==> src/rtl/ras_control_pkg.sv <==
// ras_control_pkg
//   Shared definitions for the fetch-side return-address-stack controller:
//   RISC-V opcode constants, link-register numbers, controller state
//   encoding, the default number of outstanding speculative branches and
//   the link-register test used by the hint decoder.
package ras_control_pkg;

  // Must match the depth of the RAS index FIFO.
  localparam int unsigned MAX_IDS_DEFAULT = 4;

  localparam logic [6:0] OPC_JAL    = 7'b1101111;
  localparam logic [6:0] OPC_JALR   = 7'b1100111;
  localparam logic [6:0] OPC_BRANCH = 7'b1100011;
  localparam logic [2:0] F3_JALR    = 3'b000;

  localparam logic [4:0] REG_X1 = 5'd1;
  localparam logic [4:0] REG_X5 = 5'd5;

  typedef enum logic [0:0] {
    RUN     = 1'b0,
    RECOVER = 1'b1
  } ras_ctrl_state_t;

  // x1 (ra) and x5 (t0) are the two registers the ISA hints treat as links.
  function automatic logic is_link(input logic [4:0] r);
    return (r == REG_X1) || (r == REG_X5);
  endfunction

endpackage

==> src/rtl/ras_control_hint_decode.sv <==
// ras_control_hint_decode
//   Purely combinational RAS hint decoder. Classifies one instruction word
//   according to the link-register hint table.
//   Ports:
//     instr          in   32  raw instruction word
//     is_push        out  1   instruction pushes a return address
//     is_pop         out  1   instruction pops a return address
//     is_spec_branch out  1   instruction is a speculative branch (BRANCH/JALR)
module ras_control_hint_decode
  import ras_control_pkg::*;
(
  input  logic [31:0] instr,
  output logic        is_push,
  output logic        is_pop,
  output logic        is_spec_branch
);

  logic [6:0] opcode_s;
  logic [4:0] rd_s;
  logic [4:0] rs1_s;
  logic [2:0] funct3_s;
  logic       rd_link_s;
  logic       rs1_link_s;
  logic       unused_bits_s;

  assign opcode_s   = instr[6:0];
  assign rd_s       = instr[11:7];
  assign funct3_s   = instr[14:12];
  assign rs1_s      = instr[19:15];
  assign rd_link_s  = is_link(rd_s);
  assign rs1_link_s = is_link(rs1_s);

  // Immediate and rs2 fields carry no hint information.
  assign unused_bits_s = ^instr[31:20];

  // Hint table: JAL never speculative; JALR with two distinct links is a
  // coroutine swap (push and pop together, RAS overwrites its top).
  always_comb begin
    is_push        = 1'b0;
    is_pop         = 1'b0;
    is_spec_branch = 1'b0;
    case (opcode_s)
      OPC_JAL: begin
        is_push = rd_link_s;
      end
      OPC_JALR: begin
        if (funct3_s == F3_JALR) begin
          is_spec_branch = 1'b1;
          is_push        = rd_link_s;
          if (rs1_link_s && (!rd_link_s || (rd_s != rs1_s))) begin
            is_pop = 1'b1;
          end else begin
            is_pop = 1'b0;
          end
        end else begin
          is_spec_branch = 1'b0;
        end
      end
      OPC_BRANCH: begin
        is_spec_branch = 1'b1;
      end
      default: begin
        is_push        = 1'b0;
        is_pop         = 1'b0;
        is_spec_branch = 1'b0;
      end
    endcase
  end

endmodule

==> src/rtl/ras_control.sv <==
// ras_control
//   Fetch-side driver of the return-address-stack interface. Decodes each
//   accepted fetch instruction into RAS push/pop/branch strobes, tracks the
//   number of outstanding speculative branches, stalls fetch when the RAS
//   index FIFO is full and registers the predicted return target.
//   Ports:
//     clk, rst (async active-low)
//     fetch_valid/fetch_accept/fetch_pc/fetch_instr  fetch stage handshake
//     branch_retire   oldest speculative branch resolved
//     gc_fetch_flush  mispredict / global flush
//     ras_addr        current RAS top-of-stack
//     ras_push/ras_pop/ras_new_addr/ras_branch_fetched/ras_branch_retired
//                     RAS control strobes (combinational)
//     pred_ret_valid/pred_ret_addr  registered return prediction
//     fetch_stall, outstanding, retire_underflow  status
module ras_control
  import ras_control_pkg::*;
#(
  parameter int unsigned MAX_IDS = MAX_IDS_DEFAULT,
  parameter int unsigned ADDR_W  = 32,
  localparam int unsigned CNT_W  = $clog2(MAX_IDS + 1)
) (
  input  logic              clk,
  input  logic              rst,
  input  logic              fetch_valid,
  input  logic              fetch_accept,
  input  logic [ADDR_W-1:0] fetch_pc,
  input  logic [31:0]       fetch_instr,
  input  logic              branch_retire,
  input  logic              gc_fetch_flush,
  input  logic [ADDR_W-1:0] ras_addr,
  output logic              ras_push,
  output logic              ras_pop,
  output logic [ADDR_W-1:0] ras_new_addr,
  output logic              ras_branch_fetched,
  output logic              ras_branch_retired,
  output logic              pred_ret_valid,
  output logic [ADDR_W-1:0] pred_ret_addr,
  output logic              fetch_stall,
  output logic [CNT_W-1:0]  outstanding,
  output logic              retire_underflow
);

  ras_ctrl_state_t   state_r;
  ras_ctrl_state_t   state_next_s;
  logic              run_s;
  logic              fire_s;
  logic              stall_s;
  logic              dec_push_s;
  logic              dec_pop_s;
  logic              dec_spec_s;
  logic              fetched_s;
  logic              retired_s;
  logic              underflow_s;
  logic [CNT_W-1:0]  outstanding_r;
  logic [CNT_W-1:0]  outstanding_next_s;
  logic              pred_valid_r;
  logic [ADDR_W-1:0] pred_addr_r;
  logic              underflow_r;

  ras_control_hint_decode u_hint_decode (
    .instr          (fetch_instr),
    .is_push        (dec_push_s),
    .is_pop         (dec_pop_s),
    .is_spec_branch (dec_spec_s)
  );

  // Controller state register.
  always_ff @(posedge clk or negedge rst) begin
    if (!rst) begin
      state_r <= RUN;
    end else begin
      state_r <= state_next_s;
    end
  end

  // Next state: any flush enters RECOVER; RECOVER lasts one cycle unless re-flushed.
  always_comb begin
    state_next_s = state_r;
    case (state_r)
      RUN: begin
        if (gc_fetch_flush) state_next_s = RECOVER;
        else                state_next_s = RUN;
      end
      RECOVER: begin
        if (gc_fetch_flush) state_next_s = RECOVER;
        else                state_next_s = RUN;
      end
      default: state_next_s = RUN;
    endcase
  end

  // State decode: fetch and retire tracking are only live in RUN.
  always_comb begin
    run_s = 1'b0;
    case (state_r)
      RUN:     run_s = 1'b1;
      RECOVER: run_s = 1'b0;
      default: run_s = 1'b0;
    endcase
  end

  assign stall_s = (outstanding_r == CNT_W'(MAX_IDS));

  // rst is folded in so every strobe is low while reset is held.
  assign fire_s = rst & fetch_valid & fetch_accept & ~stall_s & run_s & ~gc_fetch_flush;

  assign fetched_s   = fire_s & dec_spec_s;
  assign retired_s   = rst & run_s & branch_retire & (outstanding_r != '0) & ~gc_fetch_flush;
  assign underflow_s = rst & run_s & branch_retire & (outstanding_r == '0) & ~gc_fetch_flush;

  // Outstanding-branch count: flush and RECOVER force zero, otherwise +fetch -retire.
  always_comb begin
    outstanding_next_s = outstanding_r;
    if (gc_fetch_flush || !run_s) begin
      outstanding_next_s = '0;
    end else begin
      case ({fetched_s, retired_s})
        2'b10:   outstanding_next_s = outstanding_r + CNT_W'(1);
        2'b01:   outstanding_next_s = outstanding_r - CNT_W'(1);
        default: outstanding_next_s = outstanding_r;
      endcase
    end
  end

  // Outstanding-branch count register.
  always_ff @(posedge clk or negedge rst) begin
    if (!rst) begin
      outstanding_r <= '0;
    end else begin
      outstanding_r <= outstanding_next_s;
    end
  end

  // Return prediction: capture top-of-stack before it is popped; valid is a pulse.
  always_ff @(posedge clk or negedge rst) begin
    if (!rst) begin
      pred_valid_r <= 1'b0;
      pred_addr_r  <= '0;
    end else if (gc_fetch_flush) begin
      pred_valid_r <= 1'b0;
    end else if (fire_s && dec_pop_s) begin
      pred_valid_r <= 1'b1;
      pred_addr_r  <= ras_addr;
    end else begin
      pred_valid_r <= 1'b0;
    end
  end

  // Sticky retire-underflow flag.
  always_ff @(posedge clk or negedge rst) begin
    if (!rst) begin
      underflow_r <= 1'b0;
    end else if (underflow_s) begin
      underflow_r <= 1'b1;
    end else begin
      underflow_r <= underflow_r;
    end
  end

  assign ras_push           = fire_s & dec_push_s;
  assign ras_pop            = fire_s & dec_pop_s;
  assign ras_branch_fetched = fetched_s;
  assign ras_branch_retired = retired_s;
  assign ras_new_addr       = fetch_pc + ADDR_W'(4);
  assign pred_ret_valid     = pred_valid_r;
  assign pred_ret_addr      = pred_addr_r;
  assign fetch_stall        = stall_s;
  assign outstanding        = outstanding_r;
  assign retire_underflow   = underflow_r;

endmodule

==> config.mk <==
export PLATFORM = sky130hd
export DESIGN_NAME = ras_control
export DESIGN_NICKNAME = d
export VERILOG_FILES = /design/src/rtl/ras_control_pkg.sv /design/src/rtl/ras_control_hint_decode.sv /design/src/rtl/ras_control.sv
export SDC_FILE = /design/constraint.sdc
export NUM_CORES = 1
export LEC_CHECK = 0
export CORE_ASPECT_RATIO = 0.6
export CORE_MARGIN = 4
export CORE_UTILIZATION = 37
export DETAILED_ROUTE_END_ITERATION = 8
export GPL_TIMING_DRIVEN = 0
export PLACE_DENSITY = 0.88
export SKIP_CTS_REPAIR_TIMING = 1
export SYNTH_ARGS = -nofsm -noshare
export SYNTH_HDL_FRONTEND = slang
export SYNTH_SLANG_ARGS = --single-unit
==> constraint.sdc <==
create_clock -name clk -period 3.6 [get_ports clk]
set_input_delay 0.54 -clock clk [delete_from_list [all_inputs] [get_ports clk]]
set_output_delay 0.54 -clock clk [all_outputs]
set_load 0.03 [all_outputs]
==> results.yml, run 1 <==
outcome:
  status: "finished, final reports clean"
synth:
  synth_edf_count: 0
  synthesis.nets: 299
  synthTopCellsByArea: "dfrtp_1, mux2_4, xnor2_1, xor2_1, nand3_1"
  synth_seq_cells: 38
  syn_area_um2: 2291
  syn_area_per_cell_um2: 11.81
  ys_seq_area_frac: 0.4151
  ys_warn_count: 0
  synthArstFlopShare: 1.000
  synth_cell_type_count: 32
  dominantRegCellSynth: "dfrtp_1"
  synth_top_area_cell: "dfrtp_1"
  netlist.area_leader.share: 0.4151
  synth_cells: 194
sta:
  fin_skew_ps: 7.041
  whs_ps: 250.3
  slew_viol_final: 0
  slew_headroom: 0.6296
  finalSetupViolations: 0
  worstMarginPinSlew_ps: 555.6
  rsz0062_at_grt: "false"
  fin_ws_ps: 118.6
  finalCritPeriodShare: 0.9671
  finalWorstPathRequiredPeriod_ps: 3481
  fmax_ghz: 0.2872
  hold_viol: 0
place:
  dp_slack_ps: -248.0
  place_area_um2: 3998
  dp_hpwl_mm: 6.363
  dp.cells: 435
  place_congestion: 0.8568
  portBuffers: 161
clocking:
  numClockSinks: 38
  cts.path.max_buffers: 2
  h-tree-depth: 2
  cts-root-buf: "clkbuf_8"
  cts_buffers: 5
  cts_tree: "done"
  clock_latency_ps: 290
  clkTransAtPathRegs_ps: 80
routing:
  routedWlPerCell_um: 17.45
  drt-vias-per-instance: 4.933
  ant_nets: 0
  drc: 0
  drt-pass1-iter-count: 4
  drt_wl_total_mm: 7.764
  first_iter_violations: 64
  vias: 2195
die:
  fp.dieH_um: 68.95
  core_area_um2: 5781
  io_pins: 176
  die_w_um: 109.6
  num_rows: 21
  start_util: 0.3963
  die_area_um2: 7556
finish:
  design_area_um2: 4158
  final_cell_mix: "clkdlybuf4s50_1, dfrtp_1, mux2_4, xnor2_1, nand3_1"
  drive_above_1_share: 0.1507
  final_nets: 469
  layout_commonest_cell: "clkdlybuf4s50_1"
  antenna_cells: 0
  syn2layout_area_growth_pct: 81.49
  final_cells: 445
power:
  power_density_nw_per_um2: 236.9
  clkPwrFrac: 0.314
  switchingPower_mw: 0.2671
  total_power_mw: 0.9849
  swShare: 0.2712
  leakage_nw: 1.811
  pwr-share-comb: 0.250
  seqPwrFrac: 0.435
  max-vdd-ir-drop_mv: 0.1950
  intPower_mw: 0.7178
grt:
  antenna_found_initial: 0
  grt_pass1_wl_mm: 11.52
  track_usage: 0.2026
  grt_pass1_vias: 2338
  grt_max_degree: 42
  overflow: 0
critical_path:
  cp_data_arrival_time_ps: 2940
  worstSetupPathType: "primary input to output pin"
  endpoint_kind: "output pin"
  startpoint_type: "primary input"
  worstPathRequired_ps: 3060
  worst-path-max-fanout: 9
job:
  drv_cap: 0
min_path:
  hp-class: "primary input to async pin"
[sequential cells by signal, summed over array words and instances, names as in the netlist]
signal	flops
state_r	1
pred_ret_valid	1
pred_ret_addr	32
retire_underflow	1
outstanding	3
[per-layer routing]
layer	vias to the layer above	track usage	wire, um
li1	1034	-	-
met1	1056	0.2582	3249
met2	93	0.3260	3695
met3	12	0.07814	694
met4	0	0.05132	124
met5	-	0	0
[final timing paths]
kind	from	endpoint	slack (ps)	depth (start not counted)
min in group clk	retire_underflow	retire_underflow	480	1
worst max register to register	state_r	outstanding[2]	1160	9
worst max-delay path	fetch_pc[4]	ras_new_addr[31]	120	7
worst min register to register	retire_underflow	retire_underflow	480	1
worst min-delay path	rst	pred_ret_addr[30]	250	1
max in group asynchronous	rst	pred_ret_addr[25]	2960	1
[cells by family after synthesis]
family	share of synthesized area
AND/OR/NAND/NOR	0.1944
AO/OA/AOI/OAI	0.01092
adder cells (fa/ha/maj)	0.01966
buffers and inverters	0.03113
multiplexers	0.2064
XOR/XNOR	0.1223
flip-flops	0.4151
[power groups by stage]
stage               combinational [mW]  clock (mW)  sequential, mW
CTS                              0.245       0.319           0.429
floorplan                       0.0759           0           0.439
global placement                 0.240           0           0.437
finish                           0.247       0.309           0.429
global route                     0.260       0.341           0.429
detailed placement               0.245           0           0.437
[critical path, cell delays in order]
cell and delay, ps:
clkdlybuf4s50_1 550, nand4_1 310, nor4_4 290, buf_4 220, nand4_1 140, xnor2_1 190, clkdlybuf4s50_1 690
[metrics by stage]
step	TNS [ps]	utilization
2_1_floorplan	0	-
3_3_place_gp	-22360	0.6924
3_5_place_dp	-2826	0.6916
4_1_cts	-2895	0.7080
5_1_grt	0	0.7193
6_report	0	0.7193
[cells in the mapped netlist (3+ instances only)]
| library cell | number |
|---|---|
| dfrtp_1 | 38 |
| mux2_4 | 30 |
| xnor2_1 | 22 |
| nand3_1 | 17 |
| nor2_1 | 11 |
| nand4_1 | 10 |
| xor2_1 | 10 |
| nand2_1 | 9 |
| inv_1 | 6 |
| nor3_1 | 6 |
| nor4_1 | 4 |
| buf_6 | 3 |
[area by class of cell]
type | count | area, um^2
Clock inverter | 2 | 12.51
Clock buffer | 6 | 82.58
Timing Repair Buffer | 163 | 1629
Sequential cell | 38 | 950.9
Fill cell | 443 | 1623
Buffer | 5 | 48.80
Inverter | 6 | 22.52
Multi-Input combinational cell | 145 | 1311
Tap cell | 80 | 100.1
Power figures use the tool's default switching activity.
==> inputs of run 2 (changes only) <==
Settings changed: CELL_PAD_IN_SITES_DETAIL_PLACEMENT set to 1, CELL_PAD_IN_SITES_GLOBAL_PLACEMENT set to 2, CORE_UTILIZATION 37 to 20, PLACE_DENSITY 0.88 to unset, PLACE_DENSITY_LB_ADDON set to 0.1.
==> run 2 against run 1 <==
Effect of this change:
- utilization shrank 32 points
- routed wire length grew 11%
- sequential power about the same
- sequential share of layout area decreased by 1.0 points
- clock-buffer cell count shrank 1
- largest power group is now the clock network
==> results.yml, run 2 (synthesized netlist as in run 1, its figures left out) <==
outcome:
  status: "finished, final reports clean"
place:
  portBuffers: 161
  dp_slack_ps: -402.0
  place_congestion: 0.7374
  dp_hpwl_mm: 7.084
  place_area_um2: 4091
  dp.cells: 495
critical_path:
  cp_data_arrival_time_ps: 2860
  startpoint_type: "primary input"
  setup.worst_path.start: "fetch_pc[6]"
  worstSetupPathType: "primary input to output pin"
  worst-path-max-fanout: 9
  endpoint_kind: "output pin"
  rr_startpoint: "state_r"
  worstPathRequired_ps: 3060
sta:
  fin_tns_setup_ps: 0
  finalWorstPathRequiredPeriod_ps: 3401
  slew_headroom: 0.5943
  slew_viol_final: 0
  hold_viol: 0
  fin_ws_ps: 198.8
  fmax_ghz: 0.2940
  rsz0062_at_grt: "false"
  finalCritPeriodShare: 0.9448
  whs_ps: 165.3
  fin_skew_ps: 5.135
  finalSetupViolations: 0
  worstMarginPinSlew_ps: 607.2
grt:
  track_usage: 0.1329
  met2_usage: 0.1993
  grt_busiest_layer: "met2"
  grtUsageMet1: 0.1830
  overflow: 0
  antenna_found_initial: 0
  grt_pass1_vias: 2443
  grt_pass1_wl_mm: 14.20
  met3_usage: 0.05567
  grt_max_degree: 24
finish:
  final_cells: 505
  syn2layout_area_growth_pct: 90.11
  layout_commonest_cell: "clkdlybuf4s50_1"
  largest_reg_flops: 32
  final_cell_mix: "clkdlybuf4s50_1, dfrtp_1, mux2_4, xnor2_1, nand3_1"
  register_area_um2: 950.9
  n_fill_cell: 1194
  design_area_um2: 4355
  post-route-util: 0.4001
  drive_above_1_share: 0.1530
  antenna_cells: 0
  multi_input_area_um2: 1311
  final_nets: 470
die:
  die_w_um: 146.2
  io_pins: 176
  die_area_um2: 13290
  start_util: 0.2105
  core_area_um2: 10890
  num_rows: 29
  fp.dieH_um: 90.91
clocking:
  cts-root-buf: "clkbuf_16"
  clkTransAtPathRegs_ps: 60
  cts_tree: "done"
  cts_buffers: 5
  clock_latency_ps: 280
  h-tree-depth: 2
  cts.path.max_buffers: 2
  numClockSinks: 38
power:
  pwr-share-comb: 0.197
  switchingPower_mw: 0.2965
  swShare: 0.2351
  clkPwrFrac: 0.463
  max-vdd-ir-drop_mv: 0.1835
  seqPwrFrac: 0.341
  total_power_mw: 1.261
  power_density_nw_per_um2: 289.6
  intPower_mw: 0.9646
  leakage_nw: 1.886
routing:
  vias: 2132
  drt-pass1-iter-count: 4
  drc: 0
  first_iter_violations: 50
  drt-vias-per-instance: 4.222
  routedWlPerCell_um: 16.99
  ant_nets: 0
  drt_wl_total_mm: 8.580
min_path:
  hp-class: "primary input to async pin"
job:
  drv_cap: 0
[run 2: critical path, cell delays in order]
cell	delay [ps]
clkdlybuf4s50_1	570
nand3_1	220
nor4_4	310
buf_4	200
nand4_1	120
xnor2_1	180
clkdlybuf4s50_1	720
[run 2: layout make-up]
| type | count | area share |
|---|---|---|
| Buffer | 5 | 0.01120 |
| Sequential cell | 38 | 0.2183 |
| Multi-Input combinational cell | 145 | 0.3011 |
| Clock inverter | 3 | 0.01580 |
| Timing Repair Buffer | 164 | 0.3798 |
| Inverter | 6 | 0.005171 |
| Clock buffer | 5 | 0.02873 |
| Tap cell | 139 | 0.03993 |
[run 2: worst paths after layout]
| check | endpoint | slack, ps | cells past startpoint |
|---|---|---|---|
| min in group clk | retire_underflow | 480 | 1 |
| max reg2reg | outstanding[1] | 1080 | 9 |
| min | pred_ret_addr[1] | 170 | 1 |
| min reg2reg | retire_underflow | 480 | 1 |
| max in group asynchronous | pred_ret_addr[11] | 3000 | 2 |
| max | ras_new_addr[23] | 200 | 7 |
[run 2: power groups by stage]
stage               combinational, mW  sequential, mW  clock [mW]
floorplan                      0.0759           0.439           0
global placement                0.245           0.438           0
detailed placement              0.248           0.437           0
CTS                             0.249           0.429       0.609
global route                    0.265           0.429       0.630
finish                          0.248           0.429       0.583
[run 2: metal layers]
metal | wire (um) | up-vias
met3 | 617 | 9
met2 | 3817 | 71
met5 | 0 | -
met1 | 4055 | 1013
met4 | 89 | 0
li1 | - | 1039
==> inputs of run 3 (changes only) <==
Settings changed: ABC_AREA set to 1, CORE_UTILIZATION 20 to 19.
==> run 3 against run 2 <==
Effect of this change:
- clock-buffer cell count did not move
- clock power rose by 2%
- via count up 47%
- register-to-register slack about the same
- combinational power is 12% higher
- synthesized cell count increased by 100%
- design area rose by 7.6%
- synthesized area increased by 15%
- first-iteration DRC count grew 140%
- critical endpoint is now ras_new_addr[18]
- largest power group unchanged
==> results.yml, run 3 <==
job:
  drv_cap: 0
routing:
  ant_nets: 0
  vias: 3128
  wl_met3_um: 992
  drc: 0
  routedWlPerCell_um: 16.03
  drt-vias-per-instance: 4.262
  wl_met1_mm: 6.238
  highest_layer: "met4"
  first_iter_violations: 122
  drt_wl_total_mm: 11.77
  drt-pass1-iter-count: 4
  wl_met2_mm: 4.497
critical_path:
  critPathMaxStageDelay_ps: 700
  worstSetupPathType: "primary input to output pin"
  path_buf_inv: 3
  cp_data_arrival_time_ps: 2880
  endpoint_kind: "output pin"
  worstPathRequired_ps: 3060
  critical_path.top_delay_family: "buffers and inverters"
  startpoint_type: "primary input"
  worst-path-max-fanout: 5
  cp_cell_sequence: "clkdlybuf4s50_1, ha_1, nand3_1, inv_2, nand2_1, nor2_1, xor2_1, clkdlybuf4s50_1"
  crit_path_top_delay_cell: "clkdlybuf4s50_1"
  crit_top_cell: "clkdlybuf4s50_1"
sta:
  slew_headroom: 0.7485
  slew_viol_final: 0
  finalSetupViolations: 0
  fin_ws_ps: 182.7
  fin_skew_ps: 5.320
  rsz0062_at_grt: "false"
  fmax_ghz: 0.2926
  fin_tns_setup_ps: 0
  finalWorstPathRequiredPeriod_ps: 3417
  finalCritPeriodShare: 0.9493
  worstMarginPinSlew_ps: 376.0
  whs_ps: 71.60
  hold_viol: 0
synth:
  synthTopCellsByArea: "dfrtp_1, nand2_1, nand4_1, nor2_1, xor2_1"
  synthXorXnorAreaFrac: 0.04979
  synthesis.nets: 494
  synth_top_cells_by_count: "nand2_1, nor2_1, dfrtp_1, nand4_1, inv_1"
  netlist.area_leader.share: 0.3604
  ys_seq_area_frac: 0.3604
  post-synth-top-count-cell: "nand2_1"
  muxShareOfSynthArea: 0
  syn_area_per_cell_um2: 6.783
  dominantRegCellSynth: "dfrtp_1"
  synth_cells: 389
  synth_edf_count: 0
  synth_simple_gate_area_share: 0.4813
  synth_seq_cells: 38
  synth-compound-area-share: 0.01849
  synth_top_area_cell: "dfrtp_1"
  synthArstFlopShare: 1.000
  yosys.area_share.adder: 0.01707
  synth_cell_type_count: 23
  ys_warn_count: 0
  syn_area_um2: 2639
  synth_top_family_by_area: "simple AND/OR/NAND/NOR gates"
finish:
  final_cell_mix: "nand2_1, clkdlybuf4s50_1, nor2_1, dfrtp_1, nand4_1"
  final_cells: 734
  final_nets: 663
  n_fill_cell: 1662
  syn2layout_area_growth_pct: 77.67
  multi_input_area_um2: 1495
  post-route-util: 0.3441
  register_area_um2: 950.9
  drive_above_1_share: 0.07156
  design_area_um2: 4688
  antenna_cells: 0
  largest_reg_flops: 32
  layout_commonest_cell: "nand2_1"
grt:
  overflow: 0
  antenna_found_initial: 0
  grt_pass1_vias: 3276
  track_usage: 0.1503
  grt_pass1_wl_mm: 18.73
  grt_max_degree: 36
die:
  io_pins: 176
  die_area_um2: 15900
  fp.dieH_um: 99.29
  die_w_um: 160.1
  core_area_um2: 13630
  start_util: 0.1937
  num_rows: 33
clocking:
  cts.path.max_buffers: 2
  cts_tree: "done"
  cts_buffers: 5
  numClockSinks: 38
  h-tree-depth: 2
  clkTransAtPathRegs_ps: 60
  clock_latency_ps: 290
  cts-root-buf: "clkbuf_16"
place:
  dp_hpwl_mm: 9.960
  dp.cells: 726
  place_congestion: 0.8030
  portBuffers: 161
  place_area_um2: 4484
  dp_slack_ps: 65.88
min_path:
  hp-class: "primary input to async pin"
power:
  max-vdd-ir-drop_mv: 0.2421
  leakage_nw: 2.122
  power_density_nw_per_um2: 278.0
  total_power_mw: 1.303
outcome:
  status: "finished, final reports clean"
[run 3: layer usage]
metal / vias up / GRT usage
met3: 5 / 0.05673
met5: - / 0
met4: 0 / 0.02181
met1: 1446 / 0.2327
met2: 94 / 0.1977
li1: 1583 / -
[run 3: power by group]
group,switching (mW),total (mW),internal (mW)
Sequential,0.000657,0.429,0.428
Combinational,0.137,0.279,0.142
Clock,0.197,0.596,0.399
[run 3: final cells by class]
cell class	instances	share of cell area
Buffer	14	0.02108
Multi-Input combinational cell	312	0.3189
Timing Repair Buffer	162	0.3491
Sequential cell	38	0.2028
Clock inverter	3	0.01468
Clock buffer	5	0.02669
Inverter	25	0.02002
Tap cell	175	0.04670
[run 3: final timing paths]
check / startpoint / end / slack, ps / cells after the start
worst max-delay path: fetch_pc[2] / ras_new_addr[18] / 180 / 8
worst min-delay path: rst / pred_ret_addr[10] / 70 / 1
worst max register to register: outstanding[1] / outstanding[2] / 1080 / 11
worst min register to register: pred_ret_addr[24] / pred_ret_addr[24] / 470 / 2
max in group asynchronous: rst / pred_ret_addr[29] / 3080 / 2
min in group clk: pred_ret_addr[24] / pred_ret_addr[24] / 470 / 2
[run 3: cell families (layout without fill, tap and decap cells)]
group,after synthesis,count (layout)
and+or+nand+nor,285,285
buffers and inverters,39,209
DFF,38,38
xor gates and xnor gates,15,15
AOI/OAI and AO/OA,9,9
adders and majority gates,3,3
